## src/rtl/mips_div_pkg.sv

```systemverilog
// Shared types and constants for the iterative MIPS DIV/DIVU divider.
package mips_div_pkg;

    // Divider sequencing: idle/accept, one quotient bit per CALC cycle, sign fix-up.
    typedef enum logic [1:0] {
        IDLE = 2'd0,
        CALC = 2'd1,
        FIX  = 2'd2
    } div_state_e;

    localparam int DIV_WIDTH = 32;

    // Width of the step counter that counts WIDTH-1 down to 0.
    function automatic int div_cnt_width(input int width);
        return (width > 1) ? $clog2(width) : 1;
    endfunction

endpackage

```

## src/rtl/mips_div_step.sv

```systemverilog
// One restoring-division step: shift the next dividend bit into the partial
// remainder, trial-subtract the divisor, and keep the difference if no borrow.
module mips_div_step #(
    parameter int WIDTH = 32
) (
    input  logic [WIDTH-1:0] rem_i,
    input  logic [WIDTH-1:0] divisor_i,
    input  logic             dvd_bit_i,
    output logic [WIDTH-1:0] rem_o,
    output logic             q_bit_o
);

    // The trial value is one bit wider than the operands so a large partial
    // remainder shifted left is never truncated and the borrow is visible.
    logic [WIDTH:0] trial;
    logic [WIDTH:0] diff;

    assign trial   = {rem_i, dvd_bit_i};
    assign diff    = trial - {1'b0, divisor_i};
    assign q_bit_o = ~diff[WIDTH];
    assign rem_o   = q_bit_o ? diff[WIDTH-1:0] : trial[WIDTH-1:0];

endmodule

```

## src/rtl/mips_divider.sv

```systemverilog
// Iterative restoring divider producing LO (quotient) and HI (remainder) for
// MIPS DIV/DIVU. Latency is WIDTH+2 cycles from the start cycle to done.
// Optional build macro MIPS_DIVIDER_EARLY_ZERO_EN: a zero divisor returns its
// result one cycle after start without entering CALC/FIX.
//
// Handshake: start is sampled only while busy=0 (flush in the same cycle
// drops it); busy is high for the whole operation; done pulses for exactly
// one cycle, in which the DUT is already idle and may accept a new start.
// quotient/remainder hold their last result until the next one completes.
module mips_divider
    import mips_div_pkg::*;
#(
    parameter int WIDTH = DIV_WIDTH
) (
    input  logic             clk,
    input  logic             reset_n,
    input  logic             start,
    input  logic             is_signed,
    input  logic             flush,
    input  logic [WIDTH-1:0] a,
    input  logic [WIDTH-1:0] b,
    output logic             busy,
    output logic             done,
    output logic [WIDTH-1:0] quotient,
    output logic [WIDTH-1:0] remainder
);

    localparam int CW = div_cnt_width(WIDTH);

    div_state_e       state_q, state_d;
    logic [CW-1:0]    cnt_q, cnt_d;
    logic [WIDTH-1:0] dvd_q, dvd_d;     // dividend magnitude, becomes the raw quotient
    logic [WIDTH-1:0] dvs_q, dvs_d;     // divisor magnitude
    logic [WIDTH-1:0] rem_q, rem_d;     // partial remainder
    logic [WIDTH-1:0] quo_q, quo_d;     // LO output register
    logic [WIDTH-1:0] remo_q, remo_d;   // HI output register
    logic             neg_a_q, neg_a_d; // dividend negative (signed op only)
    logic             neg_q_q, neg_q_d; // operand signs differ
    logic             zero_q, zero_d;   // divisor was zero
    logic             done_q, done_d;

    logic [WIDTH-1:0] step_rem;
    logic             step_q;
    logic             early_zero;
    logic             neg_a_in, neg_b_in;

`ifdef MIPS_DIVIDER_EARLY_ZERO_EN
    assign early_zero = (b == '0);
`else
    assign early_zero = 1'b0;
`endif

    assign neg_a_in = is_signed & a[WIDTH-1];
    assign neg_b_in = is_signed & b[WIDTH-1];

    mips_div_step #(.WIDTH(WIDTH)) u_step (
        .rem_i     (rem_q),
        .divisor_i (dvs_q),
        .dvd_bit_i (dvd_q[WIDTH-1]),
        .rem_o     (step_rem),
        .q_bit_o   (step_q)
    );

    // Next-state and datapath updates for IDLE/CALC/FIX.
    always_comb begin
        state_d = state_q;
        cnt_d   = cnt_q;
        dvd_d   = dvd_q;
        dvs_d   = dvs_q;
        rem_d   = rem_q;
        quo_d   = quo_q;
        remo_d  = remo_q;
        neg_a_d = neg_a_q;
        neg_q_d = neg_q_q;
        zero_d  = zero_q;
        done_d  = 1'b0;

        case (state_q)
            IDLE: begin
                if (start && !flush) begin
                    if (early_zero) begin
                        quo_d  = '1;
                        remo_d = a;
                        done_d = 1'b1;
                    end else begin
                        // The most negative value negates to itself, which
                        // read as unsigned is already its magnitude.
                        neg_a_d = neg_a_in;
                        neg_q_d = neg_a_in ^ neg_b_in;
                        zero_d  = (b == '0);
                        dvd_d   = neg_a_in ? (~a + 1'b1) : a;
                        dvs_d   = neg_b_in ? (~b + 1'b1) : b;
                        rem_d   = '0;
                        cnt_d   = CW'(WIDTH - 1);
                        state_d = CALC;
                    end
                end
            end
            CALC: begin
                if (flush) begin
                    state_d = IDLE;
                end else begin
                    rem_d = step_rem;
                    dvd_d = {dvd_q[WIDTH-2:0], step_q};
                    if (cnt_q == '0) begin
                        state_d = FIX;
                    end else begin
                        cnt_d = cnt_q - 1'b1;
                    end
                end
            end
            FIX: begin
                if (flush) begin
                    state_d = IDLE;
                end else begin
                    // A zero divisor keeps the all-ones quotient unsigned; the
                    // remainder sign fix-up then restores the raw dividend.
                    quo_d   = (neg_q_q && !zero_q) ? (~dvd_q + 1'b1) : dvd_q;
                    remo_d  = neg_a_q ? (~rem_q + 1'b1) : rem_q;
                    done_d  = 1'b1;
                    state_d = IDLE;
                end
            end
            default: begin
                state_d = IDLE;
            end
        endcase
    end

    // State and datapath registers; reset discards any operation in flight.
    always_ff @(posedge clk or negedge reset_n) begin
        if (!reset_n) begin
            state_q <= IDLE;
            cnt_q   <= '0;
            dvd_q   <= '0;
            dvs_q   <= '0;
            rem_q   <= '0;
            quo_q   <= '0;
            remo_q  <= '0;
            neg_a_q <= 1'b0;
            neg_q_q <= 1'b0;
            zero_q  <= 1'b0;
            done_q  <= 1'b0;
        end else begin
            state_q <= state_d;
            cnt_q   <= cnt_d;
            dvd_q   <= dvd_d;
            dvs_q   <= dvs_d;
            rem_q   <= rem_d;
            quo_q   <= quo_d;
            remo_q  <= remo_d;
            neg_a_q <= neg_a_d;
            neg_q_q <= neg_q_d;
            zero_q  <= zero_d;
            done_q  <= done_d;
        end
    end

    assign busy      = (state_q != IDLE);
    assign done      = done_q;
    assign quotient  = quo_q;
    assign remainder = remo_q;

endmodule

```

## config.mk

```make
export PLATFORM = sky130hd
export DESIGN_NAME = mips_divider
export DESIGN_NICKNAME = d
export VERILOG_FILES = /design/src/rtl/mips_div_pkg.sv /design/src/rtl/mips_div_step.sv /design/src/rtl/mips_divider.sv
export SDC_FILE = /design/constraint.sdc
export NUM_CORES = 1
export LEC_CHECK = 0
export ABC_AREA = 1
export BUFFER_PORTS_ARGS = -buffer_cell sky130_fd_sc_hd__buf_4
export CORE_MARGIN = 4
export CORE_UTILIZATION = 55
export DETAILED_ROUTE_END_ITERATION = 8
export GPL_TIMING_DRIVEN = 0
export PLACE_DENSITY = 0.75
export SLEW_MARGIN = 10
export SYNTH_ARGS = -nofsm -noshare
export SYNTH_HDL_FRONTEND = slang
export SYNTH_SLANG_ARGS = --single-unit
```

## constraint.sdc

```tcl
create_clock -name clk -period 2.45 [get_ports clk]
set_input_delay 0.245 -clock clk [delete_from_list [all_inputs] [get_ports clk]]
set_output_delay 0.245 -clock clk [all_outputs]
set_load 0.005 [all_outputs]
```

Word-level counts from Yosys, hierarchy flattened
Cells that the tools add are included.
{"block": "classes", "addsub": 6, "n_eq_ne": 6, "mux": 21, "n_bitwise": 9, "n_reduce_logical": 14}
{"operator": "2-to-1 mux 32 bit", "count": 9}
{"operator": "adder 32 x 1 -> 32 bit, second input constant", "count": 4}
{"operator": "NOT 32 bit", "count": 4}
{"operator": "case mux 32 bit (2 select lines)", "count": 2}
{"operator": "subtractor 33 x 32 -> 33 bit", "count": 1}
{"operator": "zero test 32 bit", "count": 1}
{"operator": "2-to-1 mux 5 bit", "count": 3}
{"operator": "case mux 5 bit (2 select lines)", "count": 1}
{"operator": "2-to-1 mux 2 bit", "count": 3}
{"operator": "inequality test 2 bit, second input constant", "count": 3}
{"operator": "AND reduction 2 bit", "count": 3}
{"operator": "zero test 5 bit", "count": 1}
{"operator": "subtractor 5 x 1 -> 5 bit, second input constant", "count": 1}
{"operator": "case mux 2 bit (2 select lines)", "count": 1}
{"operator": "AND reduction 4 bit", "count": 1}
{"operator": "nonzero test 2 bit", "count": 2}
{"operator": "inequality test 3 bit, second input constant", "count": 1}
{"operator": "AND reduction 3 bit", "count": 1}
{"operator": "bitwise AND 1 bit", "count": 2}
{"operator": "== test 2 x 1 -> 1 bit, second input constant", "count": 1}
{"operator": "== test 2 bit, second input constant", "count": 1}
{"operator": "logical AND 1 bit", "count": 2}
{"operator": "zero test 1 bit", "count": 2}
{"operator": "zero test 2 bit", "count": 1}
{"operator": "3 further kinds", "count": 5}
{"block": "totals", "register_bits": 171, "in_bits": 69, "out_inout_bits": 66, "wordCells": 67}

Depth between registers and ports, before layout
Gate-level depths: netlist (run 1).
{"block": "depth", "depth_word": 5, "depth_mapped": 18, "depth_no_buf": 17}

Modules after synthesis
From an unflattened synthesis (run 1), not the netlist that was laid out.
{"block": "hier_totals", "hier_cells": 2150, "area_unflattened_um2": 13396.6}
{"module": "mips_divider", "instances": 1, "cells_per_inst": 1467, "area_per_inst_um2": 10233.6, "seq_area_each_um2": 4279.1}
{"module": "mips_div_step", "instances": 1, "cells_per_inst": 683, "area_per_inst_um2": 3163.0, "seq_area_each_um2": 0.0}

Worst setup path before layout (run 1)
No wires, ideal clock.
{"block": "synth_timing", "path_type": "reg2reg", "from": "register dvd_q[31]", "to": "register rem_q[5]", "setup_time_ps": 117, "arrival_time_ps": 2057, "required_time_ps": 2333, "slack_ps": 275, "stages_incl_launch_ff": 19, "cell_sequence": "dfrtp_1 -> inv_1 -> ha_1 -> fa_1 -> inv_1 -> nand2_1 -> nand2_1 -> nand3_1 -> nand2_2 -> nand2_2 -> nand2_2 -> nand2_4 -> nand2_4 -> nand2_8 -> nand2_8 -> buf_12 -> nand2_2 -> nand3_1 -> nand2_1"}
{"block": "synth_between", "elab_chain_cells": 4}
{"item": "start, declared", "line": "mips_divider.sv:32", "source": "logic [WIDTH-1:0] dvd_q, dvd_d;"}
{"item": "start signal, assigned", "line": "mips_divider.sv:147", "source": "dvd_q <= dvd_d;"}
{"item": "subtractor 33 x 32 -> 33 bit", "line": "mips_div_step.sv:19", "source": "assign diff = trial - {1'b0, divisor_i};"}
{"item": "2-to-1 mux 32 bit", "line": "mips_div_step.sv:21", "source": "assign rem_o = q_bit_o ? diff[WIDTH-1:0] : trial[WIDTH-1:0];"}
{"item": "2-to-1 mux 32 bit", "line": "mips_divider.sv:100", "source": "if (flush) begin"}
{"item": "case mux 32 bit (2 select lines)", "line": "mips_divider.sv:78", "source": "case (state_q)"}
{"item": "end signal, assigned", "line": "mips_divider.sv:149", "source": "rem_q <= rem_d;"}
{"item": "end, declared", "line": "mips_divider.sv:34", "source": "logic [WIDTH-1:0] rem_q, rem_d;"}
Every way passes these cells. The select of a mux whose other input is x is not followed.
A chain may end at the register's enable or synchronous reset.

Final worst setup path (run 1)
{"block": "layout_timing", "from": "register dvd_q[31]", "to": "register rem_q[11]"}
The elaborated chain is that of the path after synthesis.

==> qor.txt, run 1 <==
max incr delay on CP -> 0.41 ns
wire per inst -> 16.36 µm
top cells by area, synth -> dfrtp_1 (32%), nand2_1 (19%), inv_1 (7.8%)
crit path capture type -> register
largest net degree at the start of global routing -> 94
Finished Core Util -> 66.39%
post-synthesis simple-gate area fraction -> 37.39%
Slew Limit Fails -> 0
Clock power frac -> 15.8%
Core Footprint -> 23540 µm²
count leader, synth -> nand2_1
Setup CP Type -> reg -> reg
Tmin final -> 2.407 ns
H-tree depth -> 4
RSZ-0062 raised after global routing -> true
leakage power -> 0.008408 µW
Total Power -> 18420 µW
Mapped Area -> 13170 µm²
initial core utilization -> 55.96%
post-synth top area share -> 32.48%
RR Startpoint -> dvd_q[31]
Antenna diodes -> 0
gr ovfl total -> 0
Yosys warning total -> 0
mean area per synthesized cell -> 6.442 µm²
endpoints failing setup -> 0
Die Wd -> 162.8 µm
post-synthesis cell type count -> 52
CTS tree -> done
total number of vias -> 13900
Max Clock Freq -> 415.4 MHz
Post-synth EDFFs -> 0
nets@finish -> 2323
Root Buffer -> clkbuf_16
CP bufs+invs -> 3
Switching Share -> 52.37%
Post-synth ARST share -> 100.0%
Post-synth top cells -> nand2_1 (652), inv_1 (273), nand3_1 (198)
CP max-delay cell -> dfrtp_1
crit path DAT -> 2.73 ns
clk slew on worst S/H paths -> 0.08 ns
share of layout cells above drive strength 1 -> 14.05%
Total GRT Usage -> 30.96%
maximum VDD drop -> 0.0005429 V
Placer Congestion -> 0.9485
Slew headroom -> 57.41%
#FFs+latches synth -> 171
min-delay worst type -> in -> reg
area leader, netlist -> dfrtp_1
switching power -> 9646 µW
power per cell area -> 1179 nW/µm²
Port Buffers -> 134
# fillers -> 2162
fin crit share -> 98.26%
Worst-Margin Slew -> 0.6388 ns
DRT Pass-1 Iters -> 6
FP Rows -> 56
R2R depth -> 18
Syn Inst Count -> 2045
final hold vios -> 0
Syn Nets -> 2153
DR iter-0 viols -> 1287
total CTS buffers -> 17
worst path cell trace -> inv_4 -> ha_4 -> fa_2 -> inv_2 -> nand2_1 -> nand2_1 -> nand3_1 -> nand2_2 -> nand2_2 -> nand2_4 -> nand2_4 -> nand2_4 -> nand2_8 -> nand2_8 -> buf_12 -> nand2_2 -> nand3_1 -> nand2_1
Post-Route WL -> 41.67 mm
first-pass GRT wire length -> 65.56 mm
Crit. path cell count -> 18
die area -> 26490 µm²
initial antenna violation count -> 0
# DRC -> 0
I/O Pins -> 135
fin area -> 15630 µm²
CP startpoint kind -> register
Comb pwr share -> 60.2%
vias in the first global route -> 12640
placed inst area -> 14610 µm²
xor/xnor share of the synthesized area -> 5.053%
worst-path maximum fanout -> 10
post-detail-place hpwl -> 33.05 mm
Synth Area in Adders -> 3.761%
compound-cell area share of the yosys netlist -> 11.14%
clk sink count -> 171
largest family of logic cells by synthesized area -> simple AND/OR/NAND/NOR gates
Max Cap Viol -> 0
Reg2Reg Capture Point -> rem_q[11]
delay-heaviest family, CP -> simple AND/OR/NAND/NOR gates
Setup Skew -> 0.01507 ns
area delta synth->final -> 18.63%
mux cell area share after synthesis -> 0%
ys flop type -> dfrtp_1
Pint -> 8773 µW
Critical Path RT -> 2.77 ns
crit path launch -> dvd_q[31]
Routed Antenna Nets -> 0
Seq/Total Area, Yosys -> 32.48%
outcome -> finished, final reports clean
die height -> 162.8 µm
sequential share of power -> 23.9%
clk_lat worst skew -> 0.44 ns
Worst Setup EP -> rem_q[11]
vias per inst -> 5.458
R2R setup slack -> 0.04 ns
Clock Path Buffers -> 2
-- metrics by stage --
| stage | setup TNS [ns] | worst slack (ns) | instances | hold slack [ns] |
|---|---|---|---|---|
| after floorplan | 0 | 0.2755 | 2045 | -0.05059 |
| after global placement | -1.713 | -0.1057 | 2498 | 0.4643 |
| after detailed placement | -3.072 | -0.1617 | 2499 | 0.2475 |
| after CTS | 0 | 0.03864 | 2535 | 0.07669 |
| after global routing | -0.1757 | -0.05000 | 2547 | 0.1017 |
| final | 0 | 0.04265 | 2547 | 0.07530 |
-- sequential cells by signal, summed over array words and instances, names as in the netlist, 2 cells and up --
register,cells
dvd_q,32
dvs_q,32
quotient,32
rem_q,32
remainder,32
cnt_q,5
state_q,2
-- kinds of logic (layout without fill, tap and decap cells) --
kind of cell / Yosys count / count (layout)
buffers and inverters: 338 / 521
AO/OA/AOI/OAI: 270 / 270
AND/OR/NAND/NOR: 1151 / 1151
XOR/XNOR: 76 / 76
adder cells (fa/ha/maj): 39 / 39
flip-flops: 171 / 171
-- worst min path at each step --
stage | startpoint | end | slack [ns] | depth (start not counted)
after floorplan | reset_n | cnt_q[0] | -0.05 | 0
after global placement | remainder[27] | remainder[27] | 0.46 | 2
after detailed placement | reset_n | dvs_q[3] | 0.25 | 1
after CTS | b[28] | zero_q | 0.08 | 4
after global routing | b[28] | zero_q | 0.10 | 4
final | b[28] | zero_q | 0.08 | 4
-- worst reg2reg max path: cells and delay by family (launching register included) --
kind | cells | cell delay (ns)
flops | 1 | 0.41
simple gates | 13 | 1.07
buf+inv | 3 | 0.32
fa+ha+maj | 2 | 0.51
-- cell type report --
type	count	area (µm²)	share of cell area, %
flip-flops and latches	171	4298	27.50
plain buffers	59	295.3	1.889
clock inverters	15	212.7	1.361
repair buffers	151	1181	7.557
clock buffers	17	425.4	2.722
multi-input cells	1536	7761	49.66
inverters	279	1056	6.757
well taps	319	399.1	2.554
-- timing repair --
| action | in CTS | in global routing |
|---|---|---|
| pin swaps | 2 | 4 |
| buffers inserted | 3 | 11 |
| endpoints found under the hold margin | 78 | 0 |
| endpoints found under the setup margin | 30 | 55 |
| cloned | 0 | 1 |
| resized for setup | 3 | 58 |
| hold buffers | 1 | 0 |
-- per-layer routing --
layer  global-route usage (%)  vias up  routed length, µm
met5                        0        -                  0
met3                    6.302       65               3894
li1                         -     6875                  -
met4                    8.349        0               1126
met2                    45.60      596              17380
met1                    46.41     6365              19260
-- cells in the final DEF (no fill, tap or decap), drive strengths merged, types with 7 or more instances in the layout --
cell	synthesis	final
clkinv	1	7
xor2	56	56
inv	278	286
or2	11	11
nand2	685	685
nand4	29	29
xnor2	20	20
buf	22	171
a21oi	74	74
nor3	24	24
dfrtp	171	171
o21ai	158	158
nand3	200	200
nor2	185	185
ha	38	38
clkbuf	37	55
o211ai	15	15
-- power by group through the flow --
stage	Clock, µW	Sequential [µW]	Combinational (µW)
4_1_cts	2930	4330	10500
3_5_place_dp	0	4380	10300
5_1_grt	3060	4500	12400
2_1_floorplan	0	4100	7610
3_3_place_gp	0	4350	10200
6_report	2910	4410	11100
Power figures use the tool's default switching activity.
==> run 2, diff against run 1 <==
REMOVE_ABC_BUFFERS = 1   (was not set)
==> run 2 against run 1 <==
First-iteration DRC count is 1.1% higher. Sequential power is essentially flat. Maximum frequency decreased by 0.83%. Worst setup slack lost 0.020 ns. Via count shrank 1.3%. Clock-buffer cell count did not move. Wire length grew 1.2%. Clock skew is 0.0015 ns higher. Largest power group unchanged.
==> qor.txt, run 2 (synthesis results as in run 1) <==
total CTS buffers -> 17 (unchanged)
# fillers -> 2171 (+0.42%)
CTS tree -> done
Critical Path RT -> 2.77 ns (about the same)
Setup CP Type -> reg -> reg
die area -> 26490 µm² (unchanged)
Clock Path Buffers -> 2 (unchanged)
initial antenna violation count -> 0 (unchanged)
Root Buffer -> clkbuf_16
Max Clock Freq -> 411.9 MHz (-0.83%)
Placer Congestion -> 0.9974 (+5.2%)
H-tree depth -> 4 (unchanged)
setup ws final -> 0.02249 ns (-0.02016 ns)
vias in the first global route -> 12340 (-2.4%)
Routed Antenna Nets -> 0 (unchanged)
CP max-delay cell -> dfrtp_1
FP Rows -> 56 (unchanged)
RSZ-0062 raised after global routing -> true
CP bufs+invs -> 2 (-1)
largest net degree at the start of global routing -> 100 (+6.4%)
post-detail-place hpwl -> 30.92 mm (-6.4%)
highest layer used for signal routing -> met4
crit path capture type -> register
# DRC -> 0 (unchanged)
Finished Core Util -> 67.11% (+0.72 points)
Post-Route WL -> 42.16 mm (+1.2%)
DP Worst Slack -> -1.043 ns (-0.8816 ns)
CP startpoint kind -> register
leakage power -> 0.008413 µW (about the same)
fin crit share -> 99.08% (+0.82 points)
commonest non-fill, non-tap cell in the layout -> nand2_1
outcome -> finished, final reports clean
maximum VDD drop -> 0.0007782 V (+43%)
delay-heaviest family, CP -> simple AND/OR/NAND/NOR gates
DR iter-0 viols -> 1301 (+1.1%)
crit path DAT -> 2.75 ns (+0.02 ns)
die height -> 162.8 µm (unchanged)
total number of vias -> 13710 (-1.3%)
Slew headroom -> 22.35% (-35 points)
Met2 Wirelength -> 18.33 mm (+5.5%)
Total GRT Usage -> 31.10% (+0.14 points)
Die Wd -> 162.8 µm (unchanged)
gr ovfl total -> 0 (unchanged)
initial core utilization -> 55.96% (unchanged)
max incr delay on CP -> 0.44 ns (+0.03 ns)
share of layout cells above drive strength 1 -> 15.34% (+1.3 points)
min-delay worst type -> in -> reg
Worst-Margin Slew -> 1.164 ns (+0.5247 ns)
Max Cap Viol -> 0 (unchanged)
most frequent cells in the layout -> nand2_1 (636), inv_1 (267), nand3_1 (184)
Slew Limit Fails -> 0 (unchanged)
wire per inst -> 16.80 µm (+2.7%)
DRT Pass-1 Iters -> 8 (+2)
I/O Pins -> 135 (unchanged)
Setup Skew -> 0.01656 ns (+0.001488 ns)
Tmin final -> 2.428 ns (+0.02016 ns)
nets@finish -> 2286 (-1.6%)
fin cells -> 2510 (-1.5%)
vias per inst -> 5.464 (+0.11%)
area delta synth->final -> 19.93%
clk sink count -> 171 (unchanged)
most used cell along the critical path -> nand2_2
Antenna diodes -> 0 (unchanged)
worst path cell trace -> ha_2 -> fa_2 -> inv_2 -> nand2_2 -> nand2_2 -> nand3_2 -> nand2_2 -> nand2_2 -> nand2_4 -> nand2_8 -> nand2_8 -> nand2_8 -> nand2_8 -> buf_6 -> nand2_2 -> nand3_1 -> nand2_1
clk slew on worst S/H paths -> 0.08 ns (about the same)
endpoints failing setup -> 0 (unchanged)
placed cells -> 2443 (-2.2%)
first-pass GRT wire length -> 65.36 mm (-0.29%)
Port Buffers -> 134 (unchanged)
clk_lat worst skew -> 0.44 ns (about the same)
Core Footprint -> 23540 µm² (unchanged)
Total Power -> 18880 µW (+2.5%)
DR WL met3 -> 3.692 mm (-5.2%)
power per cell area -> 1195 nW/µm² (+1.4%)
worst-path maximum fanout -> 6 (-4)
DRT met1 WL -> 18.89 mm (-2.0%)
final hold vios -> 0 (unchanged)
[run 2: cell types whose count changed in the layout (fill, tap and decap cells not counted), moves of 4 or more]
cell,before,now
inv_8,1,5
ha_2,9,2
ha_1,19,24
buf_2,13,0
nand3_1,197,184
nand2_8,2,8
nand2_1,648,636
nand3_2,1,15
buf_6,0,5
nand2_2,29,39
clkinvlp_4,1,5
clkbuf_1,35,0
[run 2: worst paths after layout]
kind	end	from	slack, ns	cells after the start
hold / removal	zero_q	b[31]	0.08	4
min in group asynchronous	dvs_q[19]	reset_n	0.36	2
hold reg to reg	dvs_q[27]	dvs_q[27]	0.48	2
setup reg to reg	rem_q[20]	dvs_q[0]	0.02	17
max in group asynchronous	rem_q[26]	reset_n	1.17	3
setup / recovery	rem_q[20]	dvs_q[0]	0.02	17
[run 2: tightest hold or removal path: stages]
cell and delay (ns):
buf_4 0.09, nor4_1 0.04, nand2_1 0.05, o21ai_1 0.05
[run 2: final cells by class]
class,instances,area (µm²),share of cell area (%)
clock buffer,17,425.4,2.693
clock inverter,15,222.7,1.410
inverter,279,1071,6.779
multi-input combinational,1543,8018,50.75
sequential,171,4298,27.20
tap,319,399.1,2.526
timing repair buffer,164,1350,8.545
timing repair inverter,2,15.01,0.09503
[run 2: stage by stage]
step	hold WS, ns	instance area (µm²)	TNS [ns]
after floorplan	-0.05059	12880	-135.67
after global placement	0.4632	14290	-440.48
after detailed placement	0.2650	14380	-71.58
after CTS	0.07065	15400	-0.03699
after global routing	0.07976	15800	-1.487
final	0.07920	15800	0
[run 2: power by group]
part | switching, µW | internal [µW] | leakage (µW)
Clock | 1420 | 1590 | 0.000312
Sequential | 813 | 3590 | 0.00215
Combinational | 7690 | 3780 | 0.00595
Total | 9920 | 8960 | 0.00841
[run 2: timing repair]
item                       in CTS  in global routing
hold buffers                    1                  0
hold endpoints to repair       85                  0
pin swaps                       8                 17
cloned                          4                  5
setup endpoints to repair     106                 84
resized for setup              37                 67
setup buffers                  14                 11
[run 2: per-layer routing]
| layer | up-vias | track usage, % |
|---|---|---|
| met5 | - | 0 |
| met4 | 0 | 10.56 |
| met3 | 87 | 5.037 |
| met2 | 556 | 46.77 |
| met1 | 6258 | 45.66 |
| li1 | 6813 | - |
==> run 3, diff against run 2 <==
PLACE_DENSITY = 0.76   (was 0.75)
==> run 3 against run 2 <==
Clock-buffer cell count is the same. Via count grew 0.96%. Flip-flop and latch count is the same. Wire length grew 0.13%. Critical endpoint is now rem_q[22]. Design area grew 0.12%. Global-route usage grew 0.24 points. Maximum frequency grew 1.4%. Clock power shrank 2%. Largest cell class unchanged. Final cell count is essentially flat.
==> qor.txt, run 3 (synthesis results as in run 1) <==
crit path capture type -> register
Slew headroom -> 27.38% (+5.0 points)
Worst-Margin Slew -> 1.089 ns (-0.07431 ns)
Max Clock Freq -> 417.7 MHz (+1.4%)
fin crit share -> 97.72% (-1.4 points)
leakage power -> 0.008364 µW (-0.58%)
RR Startpoint -> rem_q[24]
Max Cap Viol -> 0 (unchanged)
DP Worst Slack -> -1.161 ns (-0.1177 ns)
clk_lat worst skew -> 0.45 ns (about the same)
commonest non-fill, non-tap cell in the layout -> nand2_1
Setup Skew -> 0.01462 ns (-0.001946 ns)
Die Wd -> 162.8 µm (unchanged)
vias per inst -> 5.518 (+1.0%)
clk slew on worst S/H paths -> 0.08 ns (about the same)
area delta synth->final -> 20.07%
Core Footprint -> 23540 µm² (unchanged)
Setup CP Type -> reg -> reg
CP startpoint kind -> register
fin area -> 15820 µm² (+0.12%)
endpoints failing setup -> 0 (unchanged)
Root Buffer -> clkbuf_16
post-detail-place hpwl -> 30.67 mm (-0.82%)
Antenna diodes -> 0 (unchanged)
Placer Congestion -> 0.9633 (-3.4%)
crit path DAT -> 2.72 ns (-0.03 ns)
die height -> 162.8 µm (unchanged)
Routed Antenna Nets -> 0 (unchanged)
most used cell along the critical path -> buf_12
Total GRT Usage -> 31.33% (+0.24 points)
CP bufs+invs -> 4 (+2)
Slew Limit Fails -> 0 (unchanged)
Setup TNS -> 0 ns (unchanged)
H-tree depth -> 4 (unchanged)
placed inst area -> 14410 µm² (+0.22%)
final hold vios -> 0 (unchanged)
WHS -> 0.07234 ns (-0.006857 ns)
FP Rows -> 56 (unchanged)
crit path launch -> rem_q[24]
delay-heaviest family, CP -> simple AND/OR/NAND/NOR gates
outcome -> finished, final reports clean
total number of vias -> 13850 (+0.96%)
total CTS buffers -> 17 (unchanged)
CP max-delay cell -> dfrtp_2
wire per inst -> 16.83 µm (+0.17%)
vias in the first global route -> 12550 (+1.7%)
nets@finish -> 2285 (-0.044%)
first-pass GRT wire length -> 66.10 mm (+1.1%)
Port Buffers -> 134 (unchanged)
largest net degree at the start of global routing -> 110 (+10%)
setup ws final -> 0.05595 ns (+0.03346 ns)
Total Power -> 18670 µW (-1.1%)
DR iter-0 viols -> 1409 (+8.3%)
I/O Pins -> 135 (unchanged)
initial core utilization -> 55.96% (unchanged)
Clock Path Buffers -> 2 (unchanged)
# fillers -> 2166 (-0.23%)
power per cell area -> 1181 nW/µm² (-1.2%)
die area -> 26490 µm² (unchanged)
Post-Route WL -> 42.22 mm (+0.13%)
CTS tree -> done
Tmin final -> 2.394 ns (-0.03346 ns)
maximum VDD drop -> 0.0006506 V (-16%)
max incr delay on CP -> 0.49 ns (+0.05 ns)
DRT Pass-1 Iters -> 6 (-2)
worst path cell trace -> ha_2 -> nand2_1 -> nor2_2 -> nand2_2 -> inv_1 -> a21oi_4 -> buf_12 -> nand3_4 -> buf_12 -> buf_12 -> nand3_1 -> nand3_1 -> nand2_1
Critical Path RT -> 2.77 ns (about the same)
share of layout cells above drive strength 1 -> 15.21% (-0.13 points)
hold path start -> b[28]
# DRC -> 0 (unchanged)
initial antenna violation count -> 0 (unchanged)
min-delay worst type -> in -> reg
worst-path maximum fanout -> 7 (+1)
clk sink count -> 171 (unchanged)
gr ovfl total -> 0 (unchanged)
most frequent cells in the layout -> nand2_1 (642), inv_1 (265), nand3_1 (195)
-- run 3: what timing repair did --
| item | in CTS | in global routing |
|---|---|---|
| resized for setup | 25 | 73 |
| setup endpoints to repair | 107 | 72 |
| pin swaps | 9 | 7 |
| cloned | 9 | 0 |
| buffers inserted | 11 | 11 |
| hold buffers | 1 | 0 |
| hold endpoints to repair | 62 | 0 |
-- run 3: final timing paths --
path / slack [ns] / depth (start not counted) / to
worst max-delay path: 0.06 / 13 / rem_q[22]
worst min-delay path: 0.07 / 4 / zero_q
worst max register to register: 0.06 / 13 / rem_q[22]
worst min register to register: 0.48 / 2 / dvs_q[25]
max in group asynchronous: 1.13 / 3 / dvd_q[27]
min in group asynchronous: 0.32 / 2 / dvs_q[17]
-- run 3: where the power goes --
group | internal [µW] | leakage [µW] | switching (µW)
logic | 3790 | 0.00592 | 7520
registers | 3590 | 0.00215 | 821
clock network | 1500 | 0.000302 | 1450
-- run 3: metal layers --
metal | track usage [%] | up-vias | part of all wire [%]
met5 | 0 | - | 0
met2 | 48.21 | 602 | 44
li1 | - | 6808 | -
met3 | 4.885 | 79 | 8.8
met1 | 46.00 | 6356 | 45
met4 | 8.769 | 0 | 2.3
-- run 3: stage by stage --
step	utilization, %	std cells
global route	67.19	2509
detailed placement	61.21	2445
floorplan	-	1986
finish	67.19	2509
CTS	65.36	2498
global placement	60.69	2439
-- run 3: final cells by class --
class,count,area (µm²),share of cell area [%]
timing repair inverter,2,15.01,0.09492
sequential,171,4302,27.20
clock buffer,17,425.4,2.689
tap,319,399.1,2.523
clock inverter,15,217.7,1.376
timing repair buffer,163,1360,8.598
inverter,279,1075,6.795
multi-input combinational,1543,8024,50.73
-- run 3: worst reg2reg max path, cell delays in order, from the launching register on --
cell and delay (ns):
dfrtp_2 0.49, ha_2 0.42, nand2_1 0.13, nor2_2 0.16, nand2_2 0.11, inv_1 0.11
a21oi_4 0.07, buf_12 0.13, nand3_4 0.16, buf_12 0.14, buf_12 0.10, nand3_1 0.09
nand3_1 0.12, nand2_1 0.06
